File: src/rtl/stopwatch_pkg.sv
`default_nettype none
// ============================================================================
// Module      : stopwatch_pkg
// Description : Shared constants for the stopwatch display path: active-low
//               segment patterns, digit slot encoding and field range limit.
// Revision    : 1.0 - initial release
// ============================================================================
package stopwatch_pkg;

    // Segment order {g,f,e,d,c,b,a}, active-low
    localparam logic [6:0] SEG_0     = 7'b1000000;
    localparam logic [6:0] SEG_1     = 7'b1111001;
    localparam logic [6:0] SEG_2     = 7'b0100100;
    localparam logic [6:0] SEG_3     = 7'b0110000;
    localparam logic [6:0] SEG_4     = 7'b0011001;
    localparam logic [6:0] SEG_5     = 7'b0010010;
    localparam logic [6:0] SEG_6     = 7'b0000010;
    localparam logic [6:0] SEG_7     = 7'b1111000;
    localparam logic [6:0] SEG_8     = 7'b0000000;
    localparam logic [6:0] SEG_9     = 7'b0010000;
    localparam logic [6:0] SEG_DASH  = 7'b0111111;
    localparam logic [6:0] SEG_BLANK = 7'b1111111;

    localparam logic [1:0] DIG_SEC_ONES = 2'd0;
    localparam logic [1:0] DIG_SEC_TENS = 2'd1;
    localparam logic [1:0] DIG_MIN_ONES = 2'd2;
    localparam logic [1:0] DIG_MIN_TENS = 2'd3;

    localparam logic [5:0] MAX_FIELD = 6'd59;

endpackage : stopwatch_pkg
`default_nettype wire

File: src/rtl/seg7_bcd_decode.sv
`default_nettype none
// ============================================================================
// Module      : seg7_bcd_decode
// Description : BCD digit to active-low seven-segment pattern, with a dash
//               override for out-of-range fields.
// Revision    : 1.0 - initial release
// ============================================================================
module seg7_bcd_decode
    import stopwatch_pkg::*;
(
    input  logic [3:0] digit,
    input  logic       dash,
    output logic [6:0] seg
);

    always_comb begin
        seg = SEG_BLANK;
        if (dash) begin
            seg = SEG_DASH;
        end else begin
            case (digit)
                4'd0:    seg = SEG_0;
                4'd1:    seg = SEG_1;
                4'd2:    seg = SEG_2;
                4'd3:    seg = SEG_3;
                4'd4:    seg = SEG_4;
                4'd5:    seg = SEG_5;
                4'd6:    seg = SEG_6;
                4'd7:    seg = SEG_7;
                4'd8:    seg = SEG_8;
                4'd9:    seg = SEG_9;
                default: seg = SEG_BLANK;
            endcase
        end
    end

endmodule : seg7_bcd_decode
`default_nettype wire

File: src/rtl/stopwatch_display.sv
`default_nettype none
// ============================================================================
// Module      : stopwatch_display
// Description : 4-digit multiplexed MM.SS display driver with per-frame
//               snapshot and adjust-mode blink. Optional leading-zero blanking
//               of the minutes tens digit via STOPWATCH_DISP_LZ_BLANK_EN.
// Revision    : 1.0 - initial release
// ============================================================================
module stopwatch_display
    import stopwatch_pkg::*;
#(
    parameter int CLK_HZ   = 100_000_000,
    parameter int SCAN_HZ  = 250,
    parameter int BLINK_HZ = 2
) (
    input  logic       clk,
    input  logic       rst,
    input  logic [5:0] minutes,
    input  logic [5:0] seconds,
    input  logic       sel,
    input  logic       adj,
    output logic [3:0] an,
    output logic [6:0] seg,
    output logic       dp
);

    localparam int c_scan_div  = CLK_HZ / (4 * SCAN_HZ);
    localparam int c_blink_div = CLK_HZ / (2 * BLINK_HZ);
    localparam int c_scan_w    = $clog2(c_scan_div);
    localparam int c_blink_w   = $clog2(c_blink_div);
    localparam logic [c_scan_w-1:0]  c_scan_last  = c_scan_w'(c_scan_div - 1);
    localparam logic [c_blink_w-1:0] c_blink_last = c_blink_w'(c_blink_div - 1);

    logic [c_scan_w-1:0]  r_scan_cnt;
    logic [c_blink_w-1:0] r_blink_cnt;
    logic                 r_blink_ph;
    logic [1:0]           r_idx;
    logic [5:0]           r_snap_min;
    logic [5:0]           r_snap_sec;
    logic [3:0]           r_an;
    logic [6:0]           r_seg;
    logic                 r_dp;

    logic       w_tick;
    logic [5:0] w_min;
    logic [5:0] w_sec;
    logic       w_is_min;
    logic [5:0] w_field;
    logic       w_dash;
    logic [3:0] w_tens;
    logic [3:0] w_ones;
    logic [3:0] w_digit;
    logic [6:0] w_seg_dec;
    logic       w_blink;
    logic       w_lz;
    logic       w_blank;
    logic [3:0] w_an_next;
    logic [6:0] w_seg_next;
    logic       w_dp_next;

    assign w_tick = (r_scan_cnt == c_scan_last);

    // Slot 0 opens a frame and must show the value being latched right now
    assign w_min    = (r_idx == DIG_SEC_ONES) ? minutes : r_snap_min;
    assign w_sec    = (r_idx == DIG_SEC_ONES) ? seconds : r_snap_sec;
    assign w_is_min = r_idx[1];
    assign w_field  = w_is_min ? w_min : w_sec;
    assign w_dash   = (w_field > MAX_FIELD);
    assign w_tens   = 4'(w_field / 6'd10);
    assign w_ones   = 4'(w_field % 6'd10);
    assign w_digit  = r_idx[0] ? w_tens : w_ones;

    seg7_bcd_decode u_dec (
        .digit (w_digit),
        .dash  (w_dash),
        .seg   (w_seg_dec)
    );

    // sel=1 selects seconds (slots 0/1), sel=0 selects minutes (slots 2/3)
    assign w_blink = adj & r_blink_ph & (sel != w_is_min);

`ifdef STOPWATCH_DISP_LZ_BLANK_EN
    assign w_lz = (r_idx == DIG_MIN_TENS) && !w_dash && (w_tens == 4'd0);
`else
    assign w_lz = 1'b0;
`endif

    assign w_blank    = w_blink | w_lz;
    assign w_an_next  = w_blank ? 4'b1111 : ~(4'b0001 << r_idx);
    assign w_seg_next = w_blank ? SEG_BLANK : w_seg_dec;
    assign w_dp_next  = (r_idx != DIG_MIN_ONES);

    always_ff @(posedge clk or posedge rst) begin
        if (rst) begin
            r_scan_cnt <= '0;
            r_idx      <= DIG_SEC_ONES;
            r_snap_min <= '0;
            r_snap_sec <= '0;
            r_an       <= 4'b1111;
            r_seg      <= SEG_BLANK;
            r_dp       <= 1'b1;
        end else begin
            r_scan_cnt <= w_tick ? '0 : r_scan_cnt + 1'b1;
            if (w_tick) begin
                if (r_idx == DIG_SEC_ONES) begin
                    r_snap_min <= minutes;
                    r_snap_sec <= seconds;
                end
                r_an  <= w_an_next;
                r_seg <= w_seg_next;
                r_dp  <= w_dp_next;
                r_idx <= r_idx + 2'd1;
            end
        end
    end

    always_ff @(posedge clk or posedge rst) begin
        if (rst) begin
            r_blink_cnt <= '0;
            r_blink_ph  <= 1'b0;
        end else if (!adj) begin
            r_blink_cnt <= '0;
            r_blink_ph  <= 1'b0;
        end else if (r_blink_cnt == c_blink_last) begin
            r_blink_cnt <= '0;
            r_blink_ph  <= ~r_blink_ph;
        end else begin
            r_blink_cnt <= r_blink_cnt + 1'b1;
        end
    end

    assign an  = r_an;
    assign seg = r_seg;
    assign dp  = r_dp;

endmodule : stopwatch_display
`default_nettype wire
File: config.mk
export PLATFORM = sky130hd
export DESIGN_NAME = stopwatch_display
export DESIGN_NICKNAME = d
export VERILOG_FILES = /design/src/rtl/stopwatch_pkg.sv /design/src/rtl/seg7_bcd_decode.sv /design/src/rtl/stopwatch_display.sv
export SDC_FILE = /design/constraint.sdc
export NUM_CORES = 1
export LEC_CHECK = 0
export CAP_MARGIN = 20
export CORE_MARGIN = 2
export CORE_UTILIZATION = 41
export CTS_BUF_LIST = sky130_fd_sc_hd__clkbuf_8 sky130_fd_sc_hd__clkbuf_16
export CTS_CLUSTER_SIZE = 8
export DETAILED_ROUTE_END_ITERATION = 16
export GPL_TIMING_DRIVEN = 1
export PLACE_DENSITY = 0.7
export SYNTH_ARGS = -nofsm -noshare
export SYNTH_HDL_FRONTEND = slang
export SYNTH_SLANG_ARGS = --single-unit
export TNS_END_PERCENT = 10
File: constraint.sdc
create_clock -name clk -period 7.8 [get_ports clk]
set_input_delay 2.34 -clock clk [delete_from_list [all_inputs] [get_ports clk]]
set_output_delay 2.34 -clock clk [all_outputs]
set_load 0.01 [all_outputs]
Yosys cells after proc, flatten, opt, wreduce, memory -nomap -nowiden:

Memories as Yosys holds them, arrays and structs flattened.
Cells that the tools add are included.

* $add $sub $neg: 3
* div/mod/pow operators: 2
* $lt $le $gt $ge: 1
* equality and inequality tests: 5
* shift-type cells: 1
* mux-type cells: 12
* bitwise logic cells: 4
* reduce and logical (&&, ||, !) cells: 1

Operators by type and width (count)
* $mux 25: 2
* $add 25x1->25 const B: 1
* $eq 25x25->1 const B: 1
* $mux 6: 3
* $add 17x1->17 const B: 1
* $eq 17x17->1 const B: 1
* $mux 17: 1
* $mux 7: 2
* $mux 4: 2
* $div 6x4->6 const B: 1
* $gt 6x6->1 const B: 1
* $mod 6x4->6 const B: 1
* $not 4->4: 1
* $shl 1x2->4 const A: 1
* $add 2x1->2 const B: 1
* $and 1x1->1: 2
* $logic_not 2->1: 1
* $mux 1: 2
* $ne 2x1->1 const B: 1
* $ne 2x2->1 const B: 1
* $ne 1x1->1: 1
* $not 1->1: 1

* bits in registers: 69
* ROM bits: 112
* input port bits: 16
* output and inout bits: 12
* logic and storage cells: 39
* memories: 1

Memories
* (name not given): words 16, width 7, rd ports 1, clocked after Yosys merged registers in 0, write ports 0, line seg7_bcd_decode.sv:21 `case (digit)`

Depth between registers and ports, before layout:

An unclocked memory read counts as a cell.

* word-level depth: 8
* gate-level depth with buffers: 22
* depth with buffers taken out: 19

Modules after synthesis:

From an unflattened synthesis, not the netlist that was laid out.

* cells, all modules: 378
* area, all modules: 3866.2 µm²

Modules (own cells, without submodules)
* stopwatch_display: instances 1, cells each 344, area an instance 3629.7 µm², sequential area each 1741.7 µm²
* seg7_bcd_decode: instances 1, cells each 34, area an instance 236.5 µm², sequential area each 0.0 µm²

Worst setup path before layout:

OpenSTA, ideal clock, no wires.

* kind: in2reg
* start point: in minutes[3]
* end point: reg r_seg[4] (netlist: seg[4])
* setup time: 0.098 ns
* data arrival time: 5.881 ns
* required time: 7.702 ns
* path slack: 1.820 ns
* stages: 16
* path buffers: 1
* path through: mux4_2 buf_2 inv_1 ha_1 or2_2 o22ai_1 nand2_1 a2111oi_2 a21oi_1 o32ai_1 inv_1 ha_1 nor2b_1 mux2i_1 nand2_1 a221oi_1

* longest elaborated chain between the ends: 7
* elaborated cells on any way between the ends: 9
* those cells by class: 2 x div; 1 x order compare; 5 x mux; 1 x memory

RTL lines
* start: declaration: line stopwatch_display.sv:18 `input logic [5:0] minutes,`
* $mux 6 *
* $mux 6 *: line stopwatch_display.sv:67 `assign w_field = w_is_min ? w_min : w_sec;`
* $mod 6x4->6 / $div 6x4->6 (equally long branches): line stopwatch_display.sv:70, stopwatch_display.sv:69
* $mux 4: line stopwatch_display.sv:71 `assign w_digit = r_idx[0] ? w_tens : w_ones;`
* $mem_v2 16x7
* $mux 7 *: line seg7_bcd_decode.sv:18 `if (dash) begin`
* $mux 7 *: line stopwatch_display.sv:90 `assign w_seg_next = w_blank ? SEG_BLANK : w_seg_dec;`
* end signal: assignment: line stopwatch_display.sv:110 `r_seg <= w_seg_next;`
* end: declaration: line stopwatch_display.sv:41 `logic [6:0] r_seg;`

Every way passes the cells marked *; elsewhere a longest branch is shown, timed or not.
A chain may end at the register's enable or synchronous reset.

Final worst setup path:

* start point: in minutes[5]
* end point: reg r_seg[4] (netlist: seg[4])

The elaborated chain is that of the path after synthesis.

==> flow_summary.yaml <==
job:
  max-cap-violations: 0
critical_path:
  r2r.worst_path.cells: 19
  crit_path_end_kind: "flop"
  cp.required_ns: 8.05
  r2r_start: "r_idx[1]"
  cp_cell_sequence: "clkdlybuf4s50_1 > mux4_2 > nand2b_1 > nand2_1 > inv_1 > ha_1 > and2_1 > o2bb2a_1 > o21ai_0 > a311oi_4 > a21oi_1 > o32ai_1 > inv_1 > ha_1 > nor2b_1 > mux2i_1 > nand2_1 > a221oi_1"
  r2r_slack_ns: 1.96
  r2r-end: "seg[4]"
  slowest_delay_ns: 0.66
  critPathKind: "in2reg"
  worst_setup_path_start_kind: "input port"
  cp_slowest_cell: "mux4_2"
  critical_path_arrival_ns: 6.83
  critPathMaxFanout: 17
clocking:
  htreeDepth: 3
  numCtsBuffers: 9
  clk_pin_slew_ns: 0.08
  cts_root_buffer: "clkbuf_8"
  post_cts_buffers: 0
  clockBufferDepth: 2
  cts_tree: "done"
  ctsResizeCount: 0
  cts_hold_buf: 0
  clock-sinks: 69
  clk_latency_ns: 0.35
grt:
  grt_usage_pct: 16.9
  grt_max_degree: 70
  antenna_found_initial: 0
  grt_pass1_vias: 3148
  grt_pass1_wl_um: 14800
  grt_overflow: 0
detailed_routing:
  wl_um: 8470
  drt-wirelength-per-cell_um: 14.8
  antenna_left: 0
  viasPerCell: 5.41
  vias: 3091
  drt_first_pass_iters: 4
  dr.first_iter.drc_count: 191
  post-route-drc-count: 0
cells_and_area:
  utilization_pct: 47.8
  fin_nets: 463
  n_fill_cell: 938
  syn_to_final_growth_pct: 13.9
  antennaDiodeCount: 0
  layout-drive-gt1-share_pct: 15.3
floorplan:
  num_rows: 36
  start_util_pct: 42.0
  io_pins: 28
  die-area_um2: 10800
  die_x_um: 104
  core_area_um2: 9730
  dieHeight_um: 104
min_path:
  min_from: "dp"
  min_path_type: "reg2reg"
  hold_depth: 2
  whs_endpoint: "dp"
yosys:
  synth_area_um2: 4090
  synthTopCellsByCount: "dfrtp_1, nor2_1, nand2_1"
  dominantRegCellSynth: "dfrtp_1"
  yosysMostFrequentCell: "dfrtp_1"
  synthArstFlopShare_pct: 100
  yosysSeqAreaShare_pct: 42.6
  synth_area_leader_cell: "dfrtp_1"
  synth_top_area_share_pct: 34.9
  synth_area_leaders: "dfrtp_1, dfstp_2, xor2_1"
  syn_inst: 411
  synth_cell_types: 69
  ys_warn_count: 0
  synth_edf_count: 0
  syn_nets: 441
  syn_avg_cell_area_um2: 9.94
  yosys_register_bits: 69
sta:
  worst_slew_pin_slew_ns: 0.918
  setup_violations: 0
  setup_tns_ns: 0
  rsz0062_at_grt: "false"
  slew_viol_final: 0
  fin_worst_skew_ns: 0.0136
  slew_headroom_pct: 38.8
  hold_viol_final: 0
  timing.fmax_mhz: 152
  hold_ws_ns: 0.470
  min_period_ns: 6.57
  fin_crit_sh_pct: 84.3
place:
  io_buffers: 27
  dp_hpwl_um: 5930
  place.gp.congestion: 0.816
run_status:
  outcome: "finished clean"
power_and_ir_drop:
  cellLeakagePower_uw: 0.00198
  ir_drop_uv: 84.4
  cellPowerDensity_nw_per_um2: 162
[final cells by class]
type / instances / area, um^2 / area share, %
multi-input cells: 303 / 2180 / 46.7
flip-flops and latches: 69 / 1740 / 37.4
repair buffers: 29 / 285 / 6.13
well taps: 133 / 166 / 3.58
clock buffers: 12 / 165 / 3.55
inverters: 21 / 78.8 / 1.69
clock inverters: 4 / 41.3 / 0.887
[through the flow]
step / worst slack (ns) / cell area [um^2] / power, uW / std cells
floorplan: 1.82 / 4090 / 437 / 411
global placement: 1.07 / 4450 / 459 / 555
detailed placement: 0.845 / 4450 / 460 / 555
CTS: 1.25 / 4650 / 764 / 571
global route: 0.878 / 4650 / 792 / 571
finish: 1.23 / 4650 / 752 / 571
[cell families (layout without fill, tap and decap cells)]
group | Yosys count | count (layout) | synth area share [%]
AND/OR/NAND/NOR | 160 | 160 | 19.8
flip-flops | 69 | 69 | 42.6
XOR/XNOR | 37 | 37 | 7.93
buffers and inverters | 39 | 66 | 4.29
adder cells (fa/ha/maj) | 14 | 14 | 4.29
AO/OA/AOI/OAI | 65 | 65 | 12.1
multiplexers | 27 | 27 | 8.97
[flip-flops by register name, summed over array words and instances, names as in the netlist]
register / count
an: 4
r_snap_min: 6
r_idx: 2
seg: 7
r_scan_cnt: 17
r_blink_cnt: 25
dp: 1
r_snap_sec: 6
r_blink_ph: 1
[placed cells by master (no fill, tap or decap), drive strengths merged, types with 7 or more instances in the layout]
master and instances:
nand3 20, clkdlybuf4s50 27, dfstp 12, xnor2 14, nor2 49, nand4 9
nor3 7, xor2 23, and3 7, mux2 17, nand2 28, ha 14
inv 24, clkbuf 12, a21oi 19, o21ai 10, dfrtp 57
[worst max-delay path: cells and delay by family]
| family | cells | cell delay (ns) |
|---|---|---|
| multiplexers | 2 | 0.80 |
| AO/OA/AOI/OAI | 6 | 1.84 |
| buffers and inverters | 3 | 0.71 |
| adder cells (fa/ha/maj) | 2 | 0.43 |
| AND/OR/NAND/NOR | 5 | 0.68 |
[worst max path at each step]
stage	start	to	slack, ns	cells after the start
after floorplan	minutes[3]	seg[4]	1.82	16
after global routing	minutes[5]	seg[4]	0.88	18
after global placement	minutes[5]	seg[4]	1.07	18
after detailed placement	minutes[5]	seg[4]	0.84	18
after CTS	minutes[5]	seg[4]	1.25	18
final	minutes[5]	seg[4]	1.23	18
[per-layer routing]
layer | share of wire, % | global-route usage [%] | vias up
met5 | 0 | 0 | -
met4 | 2.3 | 7.63 | 0
met3 | 2.5 | 2.83 | 13
met2 | 51 | 29.0 | 37
met1 | 44 | 20.8 | 1553
li1 | - | - | 1488
[where the power goes]
part,internal [uW],switching [uW]
clock network,171,129
logic,37.1,50.2
registers,362,3.44
Power figures use the tool's default switching activity.
